$ cat config.mk
export PLATFORM = sky130hd
export DESIGN_NAME = if_fetch_queue
export DESIGN_NICKNAME = d
export VERILOG_FILES = /design/src/rtl/if_fetch_queue.sv
export SDC_FILE = /design/constraint.sdc
export NUM_CORES = 1
export LEC_CHECK = 0
export ABC_AREA = 1
export CAP_MARGIN = 20
export CORE_ASPECT_RATIO = 0.5
export CORE_MARGIN = 2
export CORE_UTILIZATION = 63
export CTS_CLUSTER_SIZE = 25
export DETAILED_ROUTE_END_ITERATION = 8
export DONT_BUFFER_PORTS = 1
export HOLD_SLACK_MARGIN = 0.06
export PLACE_DENSITY = 0.77
export SLEW_MARGIN = 25
export SYNTH_ARGS = -nofsm -noshare
export SYNTH_HDL_FRONTEND = slang
export SYNTH_SLANG_ARGS = --single-unit
$ cat constraint.sdc
create_clock -name clk -period 6.3 [get_ports clk]
set_clock_uncertainty 0.1 [all_clocks]
set_input_delay 1.89 -clock clk [delete_from_list [all_inputs] [get_ports clk]]
set_output_delay 1.89 -clock clk [all_outputs]
set_load 0.005 [all_outputs]
$ cat src/rtl/if_fetch_queue.sv
// Instruction fetch stage: owns the fetch PC and issues one memory request at a time.
// Returned words are queued with their PCs and presented to decode from the FIFO head.
module if_fetch_queue #(
    parameter logic [31:0] RESET_PC  = 32'h0000_0000,
    parameter int          DEPTH     = 2,
    parameter logic [31:0] NOP_INSTR = 32'h0000_0013
) (
    input  logic        clk,
    input  logic        rst,
    output logic        imem_req,
    output logic [31:0] imem_addr,
    input  logic        imem_ready,
    input  logic        imem_rvalid,
    input  logic [31:0] imem_rdata,
    input  logic        redirect_valid,
    input  logic [31:0] redirect_pc,
    input  logic        id_stall,
    output logic        id_valid,
    output logic [31:0] id_instr,
    output logic [31:0] id_pc
);

    localparam int PW = (DEPTH > 1) ? $clog2(DEPTH) : 1;
    localparam int CW = $clog2(DEPTH + 1);
    localparam logic [CW-1:0] DEPTH_C = CW'(DEPTH);
    localparam logic [PW-1:0] LAST_PTR = PW'(DEPTH - 1);

    typedef enum logic [1:0] {
        REQ,
        WAIT,
        DROP
    } state_t;

    state_t        state;
    state_t        state_next;
    logic [31:0]   fetch_pc;
    logic [31:0]   req_pc;
    logic [31:0]   fifo_pc    [DEPTH];
    logic [31:0]   fifo_instr [DEPTH];
    logic [PW-1:0] rd_ptr;
    logic [PW-1:0] wr_ptr;
    logic [CW-1:0] count;
    logic          accept;
    logic          push;
    logic          pop;
    logic          unused_redirect_bits;

    function automatic logic [PW-1:0] ptr_inc(input logic [PW-1:0] p);
        return (p == LAST_PTR) ? '0 : p + 1'b1;
    endfunction

    assign unused_redirect_bits = ^redirect_pc[1:0];

    assign imem_req  = (state == REQ) && (count < DEPTH_C) && !redirect_valid && !rst;
    assign imem_addr = fetch_pc;
    assign accept    = imem_req && imem_ready;
    // A response arriving in the redirect cycle belongs to the old stream, so it is never queued.
    assign push      = (state == WAIT) && imem_rvalid && !redirect_valid;

    assign id_valid  = (count != '0);
    assign pop       = id_valid && !id_stall && !redirect_valid;
    assign id_instr  = id_valid ? fifo_instr[rd_ptr] : NOP_INSTR;
    assign id_pc     = id_valid ? fifo_pc[rd_ptr] : 32'h0000_0000;

    always_comb begin
        state_next = state;
        case (state)
            REQ: begin
                if (accept) state_next = WAIT;
            end
            WAIT: begin
                if (imem_rvalid)         state_next = REQ;
                else if (redirect_valid) state_next = DROP;
            end
            DROP: begin
                if (imem_rvalid) state_next = REQ;
            end
            default: state_next = REQ;
        endcase
    end

    always_ff @(posedge clk) begin
        if (rst) begin
            state    <= REQ;
            fetch_pc <= RESET_PC;
            req_pc   <= RESET_PC;
            rd_ptr   <= '0;
            wr_ptr   <= '0;
            count    <= '0;
        end else begin
            state <= state_next;

            if (redirect_valid) begin
                fetch_pc <= {redirect_pc[31:2], 2'b00};
            end else if (accept) begin
                req_pc   <= fetch_pc;
                fetch_pc <= fetch_pc + 32'd4;
            end

            if (redirect_valid) begin
                rd_ptr <= '0;
                wr_ptr <= '0;
                count  <= '0;
            end else begin
                if (push) wr_ptr <= ptr_inc(wr_ptr);
                if (pop)  rd_ptr <= ptr_inc(rd_ptr);
                case ({push, pop})
                    2'b10:   count <= count + 1'b1;
                    2'b01:   count <= count - 1'b1;
                    default: count <= count;
                endcase
            end
        end
    end

    // Storage needs no reset; entries are only observable once count covers them.
    always_ff @(posedge clk) begin
        if (push) begin
            fifo_pc[wr_ptr]    <= req_pc;
            fifo_instr[wr_ptr] <= imem_rdata;
        end
    end

endmodule

==> impl_metrics.csv, run 1 <==
group,metric,value,unit
floorplanning,io_pins,168,
floorplanning,core-area,12600,sq um
final_layout,final_common_cell,"nand2_1",
route,via_per_inst,5.65,
timing,finalCriticalPeriod,4580,ps
logic_synthesis,netlist_instances,877,
grt,grt_pass1_vias,5449,
cts,clkSinkCount,191,
timing,maxSlewViolCount,0,
cts,cts_hold_buf,0,
cts,cts-htree-levels,4,
logic_synthesis,yosysSeqAreaShare,62.4,%
logic_synthesis,ys_types,33,
run_status,status,"complete, no violations",
timing,finalHoldViolCount,0,
grt,grt_util_all_layers,26.3,%
worst_setup_path,startpoint_type,"flip-flop",
final_layout,num_antenna_cells,0,
route,post_drt_wl_per_cell,17.5,um
cts,cts_resized,0,
logic_synthesis,synthArstFlopShare,0,%
power,p_leak,3.17,nW
worst_setup_path,critPathCaptureType,"primary output",
logic_synthesis,ys.warnings.count,0,
timing,rsz0062_at_grt,"no",
cts,insertion_delay,410,ps
timing,fin_setup_tns,0,ps
timing,holdWs,356,ps
route,num_vias,5883,
floorplanning,start_util,64.3,%
route,detail-route-antenna-nets,0,
worst_setup_path,crit_type,"flip-flop to primary output",
power,ir_worst_vdd,0.139,mV
logic_synthesis,ys_seq_elements,191,
cts,root_buffer,"clkbuf_16",
floorplanning,die_w,165,um
placed_design,place_hpwl,12.2,mm
timing,fmax,218,MHz
placed_design,placed_area,8170,sq um
final_layout,final_cell_area,8720,sq um
final_layout,layout_common_cells,"nand2_1, edfxtp_1, a21oi_1, nor2_1, inv_1",
cts,cts_made_buffers,17,
grt,grt_antenna_before_repair,0,
worst_setup_path,slowest_delay,880,ps
logic_synthesis,synthFlopType,"edfxtp_1",
timing,finalCritPeriodShare,72.7,%
final_layout,nets,931,
cts,cts_buffer_depth,2,
logic_synthesis,postSynthAreaPerCell,9.26,sq um
worst_hold_path,hold_class,"flip-flop to flip-flop",
worst_setup_path,path_cells,"buf_4 -> clkinv_2 -> nand2_1 -> a21oi_1",
worst_setup_path,worst_ep_required_time,4310,ps
route,drc_errors,0,
timing,tightest_slew,906,ps
floorplanning,die_h,84.3,um
route,drt_iter0_markers,548,
flow_run,maxCapViolCount,0,
logic_synthesis,synth-edff-count,124,
logic_synthesis,syn_area,8120,sq um
cts,cts_tree,"built",
power,p_per_area,284,nW/um^2
worst_setup_path,worstPathArrival,2590,ps
grt,grt_overflow,0,
worst_setup_path,critPathMaxFanout,63,
placed_design,place_congestion,0.906,
route,first_pass_iters,6,
timing,setup_viol_count_final,0,
floorplanning,rows,29,
timing,slew-limit-headroom,39.5,%
placed_design,port_buffers,0,
worst_setup_path,critical_path.slowest_cell,"clkinv_2",
final_layout,layout-drive-gt1-share,5.62,%
grt,grt_pass1_wl,27.7,mm
route,wl,18.2,mm
cts,clkTransAtPathRegs,70,ps
grt,grt_max_degree,64,
cts,cts_setup_buffers,0,
final_layout,area_growth,7.48,%
floorplanning,die_area,13900,sq um
==> path summary, 6_finish.rpt <==
check	depth (start not counted)	from	slack (ps)	end
setup reg to reg	5	state[0]$_SDFFE_PP0P_	3660	fifo_instr[0][1]$_DFFE_PP_
setup / recovery	4	flip-flop	1720	id_instr[23]
hold reg to reg	0	req_pc[18]$_SDFFE_PP0P_	360	fifo_pc[0][18]$_DFFE_PP_
hold / removal	0	req_pc[18]$_SDFFE_PP0P_	360	fifo_pc[0][18]$_DFFE_PP_
==> critical path, delay by kind of cell, from the launching register on <==
kind,cells,cell delay [ps]
and+or+nand+nor,1,320
buffers and inverters,2,1400
DFF,1,310
AOI/OAI and AO/OA,1,130
==> cells by family (layout without fill, tap and decap cells) <==
family	after synthesis	after routing	synth area share, %
XOR/XNOR	6	6	0.647
AO/OA/AOI/OAI	153	153	9.83
flip-flops	191	191	62.4
AND/OR/NAND/NOR	407	407	20.6
adder cells (fa/ha/maj)	2	2	0.308
buffers and inverters	117	109	6.20
other	1	4	0.0462
==> per-stage QoR <==
step	util, %	cells	power (mW)	worst slack (ps)
after global placement	64.7	1010	1.49	1920
after detailed placement	64.7	1010	1.50	1880
final	69.1	1042	2.48	1720
after global routing	69.1	1042	2.55	1500
after floorplan	-	880	1.48	815
after CTS	69.1	1042	2.49	1900
==> per-layer routing <==
metal / part of all wire, % / vias to the layer above / track usage (%)
li1: - / 2872 / -
met1: 45 / 2752 / 37.6
met2: 43 / 245 / 39.3
met3: 11 / 14 / 8.79
met4: 0.93 / 0 / 6.72
met5: 0 / - / 0
==> registers in the layout (all words and copies together), names as in the netlist, named ones only <==
signal / count
count: 2
wr_ptr: 1
state: 2
imem_addr: 30
fifo_instr: 64
req_pc: 30
rd_ptr: 1
fifo_pc: 60
==> synth_stat cells (7+ instances only) <==
master	count	area share [%]
edfxtp_1	124	46
nand3_1	51	3.1
nand2_1	253	12
o21ai_0	43	2.7
nor2_1	80	3.7
clkbuf_1	26	1.2
inv_1	71	3.3
nor3_1	7	0.43
dfxtp_1	67	17
a21oi_1	96	5.9
==> layout make-up <==
cell class              count  area [sq um]
flip-flops and latches    191          5070
clock buffers              17           425
well taps                 170           213
multi-input cells         572          2580
clock inverters            15           128
inverters                  72           272
fillers                   986          3900
repair buffers              5          37.5
==> power by group <==
group          internal (mW)  switching (mW)  total (mW)  leakage, nW
clock network          0.520           0.485        1.01        0.268
logic                 0.0269          0.0573      0.0842         1.16
registers               1.36          0.0334        1.39         1.74
Power figures use the tool's default switching activity.
==> inputs of run 2 (changes only) <==
--- a/config.mk
+++ b/config.mk
@@ -9,12 +9,12 @@
 export CAP_MARGIN = 20
 export CORE_ASPECT_RATIO = 0.5
 export CORE_MARGIN = 2
-export CORE_UTILIZATION = 63
+export CORE_UTILIZATION = 57
 export CTS_CLUSTER_SIZE = 25
 export DETAILED_ROUTE_END_ITERATION = 8
 export DONT_BUFFER_PORTS = 1
 export HOLD_SLACK_MARGIN = 0.06
-export PLACE_DENSITY = 0.77
+export PLACE_DENSITY = 0.73
 export SLEW_MARGIN = 25
 export SYNTH_ARGS = -nofsm -noshare
 export SYNTH_HDL_FRONTEND = slang
==> constraint.sdc (replaced) <==
create_clock -name clk -period 4.1 [get_ports clk]
set_clock_uncertainty 0.1 [all_clocks]
set_input_delay 1.23 -clock clk [delete_from_list [all_inputs] [get_ports clk]]
set_output_delay 1.23 -clock clk [all_outputs]
set_load 0.005 [all_outputs]
==> run 2 against run 1 <==
Compared with the run above:
- die area rose by 10%
- sequential power rose by 53%
- non-clock buffer count rose by 7
- sequential share of layout area fell by 0.90 points
==> impl_metrics.csv, run 2 (synthesis gave the netlist of run 1 again) <==
group,metric,value,unit
grt,grt_max_degree,63,
worst_setup_path,r2r_slack,1990,ps
worst_hold_path,holdPathEnd,"fifo_pc[1][21]$_DFFE_PP_",
grt,grt_pass1_vias,5356,
worst_setup_path,startpoint_type,"flip-flop",
flow_run,maxCapViolCount,0,
worst_setup_path,worstPathArrival,1820,ps
worst_setup_path,critPathCaptureType,"primary output",
final_layout,instances_no_fill,1071,
placed_design,place_congestion,0.934,
final_layout,fill_cells,1113,
cts,cts_tree,"built",
final_layout,regArea,5070,sq um
worst_setup_path,cp_num_buf_inv,2,
cts,cts_buffer_depth,2,
worst_setup_path,crit_type,"flip-flop to primary output",
cts,cts-htree-levels,4,
placed_design,port_buffers,0,
worst_setup_path,reg2reg_from,"state[1]$_SDFFE_PP0P_",
route,drc_errors,0,
placed_design,placedCellCount,1039,
cts,cts_made_buffers,17,
final_layout,final_common_cell,"nand2_1",
timing,slew-limit-headroom,57.0,%
worst_hold_path,hp-start,"req_pc[21]$_SDFFE_PP0P_",
placed_design,place_hpwl,12.3,mm
grt,grt_overflow,0,
floorplanning,core-area,13700,sq um
grt,grt_antenna_before_repair,1,
final_layout,largestRegisters,"fifo_instr x64, fifo_pc x60",
final_layout,largest_reg_flops,64,
timing,setup_viol_count_final,0,
floorplanning,io_pins,168,
cts,cts_resized,0,
floorplanning,start_util,59.1,%
cts,insertion_delay,420,ps
timing,finalHoldViolCount,0,
final_layout,layout_common_cells,"nand2_1, edfxtp_1, a21oi_1, nor2_1, inv_1",
route,detail-route-antenna-nets,0,
route,num_vias,5952,
worst_hold_path,hold_path_depth,0,
cts,clkSinkCount,191,
final_layout,area_growth,9.17,%
timing,finalCritPeriodShare,76.8,%
route,drt_iter0_markers,646,
timing,tightest_slew,645,ps
floorplanning,die_w,173,um
power,p_leak,3.22,nW
worst_setup_path,slowest_delay,390,ps
timing,fin_setup_tns,0,ps
worst_setup_path,reg2reg_depth,6,
worst_setup_path,critical_path.top_delay_family,"buffers and inverters",
timing,maxSlewViolCount,0,
floorplanning,die_area,15300,sq um
grt,grt_util_all_layers,24.4,%
floorplanning,rows,30,
timing,fmax,318,MHz
worst_setup_path,critical_path.slowest_cell,"inv_2",
power,p_per_area,436,nW/um^2
floorplanning,die_h,88.4,um
cts,root_buffer,"clkbuf_16",
power,ir_worst_vdd,0.275,mV
cts,cts_hold_buf,0,
worst_setup_path,path_cells,"inv_2 -> buf_4 -> nand2_1 -> a21oi_1",
final_layout,multiInputGateArea,2580,sq um
worst_hold_path,hold_class,"flip-flop to flip-flop",
route,via_per_inst,5.56,
timing,finalCriticalPeriod,3150,ps
final_layout,nets,938,
worst_setup_path,reg2reg_to,"req_pc[27]$_SDFFE_PP0P_",
cts,cts_setup_buffers,0,
final_layout,regMostFlops,"fifo_instr",
worst_setup_path,worst_ep_required_time,2770,ps
route,first_pass_iters,5,
final_layout,layout-drive-gt1-share,6.48,%
route,wl,18.3,mm
route,post_drt_wl_per_cell,17.1,um
final_layout,num_antenna_cells,0,
timing,rsz0062_at_grt,"no",
grt,grt_pass1_wl,28.6,mm
run_status,status,"complete, no violations",
cts,clkTransAtPathRegs,70,ps
worst_setup_path,critPathMaxFanout,29,
==> run 2: final cells by class <==
class	instances	area share, %
Tap cell	192	2.71
Inverter	72	3.05
Clock inverter	15	1.82
Clock buffer	17	4.80
Sequential cell	191	57.2
Timing Repair Buffer	12	1.30
Multi-Input combinational cell	572	29.2
==> run 2: per-layer routing <==
layer / routed length [um] / global-route usage (%)
met5: 7 / 0
met4: 199 / 6.47
met3: 1790 / 6.79
met2: 7990 / 37.8
met1: 8300 / 34.5
==> run 2: stage by stage <==
step / util [%] / setup WS, ps / power, mW / hold slack, ps / instance area, sq um
final: 64.5 / 951 / 3.87 / 362 / 8860
after global routing: 64.5 / 770 / 3.99 / 368 / 8860
after CTS: 64.5 / 919 / 3.89 / 357 / 8860
after detailed placement: 60.2 / 1110 / 2.30 / 339 / 8280
after global placement: 60.2 / 1130 / 2.30 / 332 / 8280
after floorplan: - / -725 / 2.27 / 320 / 8130
==> run 2: worst max-delay path by stage <==
stage,start,to,cells after the start
after floorplan,redirect_valid,fifo_instr[0][0]$_DFFE_PP_,4
after global placement,redirect_valid,imem_req,3
after detailed placement,redirect_valid,imem_req,3
after CTS,flip-flop,id_instr[5],4
after global routing,flip-flop,id_instr[5],4
final,flip-flop,id_instr[5],4
==> run 2: power breakdown <==
group          leakage, nW  internal, mW  switching, mW  total [mW]
clock                0.286         0.817          0.784        1.60
sequential            1.74          2.08         0.0508        2.13
combinational         1.20        0.0444         0.0881       0.132
total                 3.22          2.94          0.923        3.87
==> run 2: worst register-to-register path: cells and delay by family (launching register included) <==
kind | cells | cell delay [ps]
buffers and inverters | 1 | 420
AND/OR/NAND/NOR | 3 | 850
flip-flops | 1 | 340
AO/OA/AOI/OAI | 2 | 330
==> inputs of run 3 (changes only) <==
--- a/config.mk
+++ b/config.mk
@@ -9,12 +9,12 @@
 export CAP_MARGIN = 20
 export CORE_ASPECT_RATIO = 0.5
 export CORE_MARGIN = 2
-export CORE_UTILIZATION = 57
+export CORE_UTILIZATION = 63
 export CTS_CLUSTER_SIZE = 25
 export DETAILED_ROUTE_END_ITERATION = 8
 export DONT_BUFFER_PORTS = 1
 export HOLD_SLACK_MARGIN = 0.06
-export PLACE_DENSITY = 0.73
+export PLACE_DENSITY = 0.77
 export SLEW_MARGIN = 25
 export SYNTH_ARGS = -nofsm -noshare
 export SYNTH_HDL_FRONTEND = slang
==> constraint.sdc (replaced) <==
create_clock -name clk -period 3 [get_ports clk]
set_clock_uncertainty 0.1 [all_clocks]
set_input_delay 0.9 -clock clk [delete_from_list [all_inputs] [get_ports clk]]
set_output_delay 0.9 -clock clk [all_outputs]
set_load 0.005 [all_outputs]
==> run 3 against run 2 <==
Compared with the run above:
- sequential share of layout area is 0.29 points lower
- count of clock-buffer cells in the layout is 2 higher
- design area is 0.51% higher
- critical path depth is 1 lower
- via count is 0.87% lower
- first-iteration DRC count is 14% lower
- core utilization is 6.0 points higher
- routed wire length hardly changed
- clock power is 41% higher
- setup slack worse by 690 ps
- register-to-register slack worse by 1200 ps
- critical path type unchanged
- critical endpoint is now id_pc[14]
==> impl_metrics.csv, run 3 (synthesis gave the netlist of run 1 again) <==
group,metric,value,unit
run_status,status,"complete, no violations",
floorplanning,die_area,13900,sq um
timing,finalHoldViolCount,0,
final_layout,regArea,5070,sq um
route,met3WireLength,2.25,mm
power,p_per_area,602,nW/um^2
grt,grt_max_degree,63,
grt,grt_pass1_wl,28.5,mm
route,num_vias,5900,
route,drc_errors,0,
final_layout,final_cell_area,8910,sq um
worst_setup_path,critPathMaxFanout,62,
worst_setup_path,reg2reg_to,"count[1]$_SDFFE_PP0P_",
flow_run,maxCapViolCount,0,
worst_setup_path,worst_ep_required_time,2000,ps
final_layout,nets,942,
grt,grt_overflow,0,
power,pwr-share-seq,54.4,%
floorplanning,die_w,165,um
placed_design,placed_area,8320,sq um
cts,insertion_delay,420,ps
worst_hold_path,hp-start,"req_pc[12]$_SDFFE_PP0P_",
route,drt_iter0_markers,556,
cts,cts_buffer_depth,2,
cts,cts-htree-levels,4,
floorplanning,die_h,84.3,um
worst_setup_path,slowest_delay,500,ps
timing,holdWs,354,ps
timing,finalCritPeriodShare,91.4,%
placed_design,place_hpwl,12.5,mm
timing,finalCriticalPeriod,2740,ps
cts,clkSinkCount,191,
final_layout,largest_reg_flops,64,
power,p_leak,3.25,nW
timing,slew-limit-headroom,56.8,%
timing,setup_viol_count_final,0,
final_layout,area_growth,9.73,%
final_layout,layout_common_cells,"nand2_1, edfxtp_1, a21oi_1, nor2_1, inv_1",
cts,cts_made_buffers,17,
cts,root_buffer,"clkbuf_16",
route,wl,18.3,mm
worst_setup_path,r2r_slack,750,ps
worst_setup_path,crit_type,"flip-flop to primary output",
power,pwr-share-comb,3.5,%
final_layout,regMostFlops,"fifo_instr",
worst_setup_path,critical_path.slowest_cell,"buf_4",
grt,grt_util_all_layers,27.0,%
worst_setup_path,critPathCaptureType,"primary output",
worst_hold_path,holdPathEnd,"fifo_pc[0][12]$_DFFE_PP_",
route,met2_length,7.95,mm
cts,cts_setup_buffers,0,
final_layout,instances_no_fill,1053,
cts,cts_resized,0,
final_layout,final_common_cell,"nand2_1",
worst_setup_path,reg2reg_depth,8,
timing,fin_setup_tns,0,ps
grt,grt_antenna_before_repair,0,
route,met1Wirelength,7.86,mm
final_layout,num_antenna_cells,0,
worst_hold_path,hold_class,"flip-flop to flip-flop",
power,finalPower,5.36,mW
final_layout,fill_cells,955,
power,switching_power,1.14,mW
grt,grt_pass1_vias,5449,
floorplanning,io_pins,168,
final_layout,layout-drive-gt1-share,6.57,%
cts,cts_hold_buf,0,
route,detail-route-antenna-nets,0,
timing,maxSlewViolCount,0,
placed_design,place_congestion,0.929,
route,first_pass_iters,5,
timing,tightest_slew,646,ps
power,pwr-share-clk,42.1,%
cts,cts_tree,"built",
cts,clkTransAtPathRegs,60,ps
route,via_per_inst,5.60,
placed_design,placedCellCount,1021,
timing,rsz0062_at_grt,"no",
worst_hold_path,hold_path_depth,0,
route,routed.top_layer,"met4",
power,ir_worst_vdd,0.306,mV
worst_setup_path,startpoint_type,"flip-flop",
final_layout,largestRegisters,"fifo_instr x64, fifo_pc x60",
placed_design,port_buffers,0,
timing,fmax,365,MHz
floorplanning,start_util,64.3,%
worst_setup_path,path_cells,"buf_4 -> nand2_1 -> a21oi_1",
power,power_switching_share,21.2,%
final_layout,multiInputGateArea,2580,sq um
worst_setup_path,reg2reg_from,"count[0]$_SDFFE_PP0P_",
worst_setup_path,worstPathArrival,1740,ps
floorplanning,core-area,12600,sq um
power,p_int,4.22,mW
route,post_drt_wl_per_cell,17.4,um
floorplanning,rows,29,
-- run 3: critical path, delay by kind of cell, from the launching register on --
family | cells | cell delay (ps)
buf+inv | 1 | 500
compound gates | 1 | 350
flops | 1 | 330
simple gates | 1 | 100
-- run 3: stage by stage --
stage / utilization (%) / setup slack (ps)
floorplan: - / -485
global placement: 65.9 / 581
detailed placement: 65.9 / 526
CTS: 70.5 / 253
global route: 70.5 / 149
finish: 70.5 / 259
-- run 3: power by group through the flow --
| stage | sequential (mW) | combinational [mW] | clock (mW) |
|---|---|---|---|
| after global routing | 2.92 | 0.210 | 2.39 |
| after global placement | 2.97 | 0.173 | 0 |
| final | 2.92 | 0.185 | 2.26 |
| after CTS | 2.91 | 0.182 | 2.28 |
| after detailed placement | 2.97 | 0.180 | 0 |
| after floorplan | 2.95 | 0.157 | 0 |
-- run 3: cell type report --
type                    count  area share [%]
flip-flops and latches    191            56.9
multi-input cells         572            29.0
clock buffers              19            4.86
inverters                  72            3.03
well taps                 170            2.39
repair buffers             16            2.05
clock inverters            13            1.78
-- run 3: worst max-delay path by stage --
stage	to	slack, ps	cells past startpoint
6_report	id_pc[14]	260	3
5_1_grt	id_pc[17]	150	3
4_1_cts	id_pc[14]	250	3
3_5_place_dp	fifo_instr[1][25]$_DFFE_PP_	530	4
3_3_place_gp	imem_addr[11]$_SDFFE_PP0P_	580	6
2_1_floorplan	fifo_instr[1][0]$_DFFE_PP_	-480	4
-- run 3: routing by layer --
layer / global-route usage (%) / vias up
met5: 0 / -
met4: 8.30 / 0
met3: 8.20 / 21
met2: 40.5 / 272
met1: 38.4 / 2715
li1: - / 2892
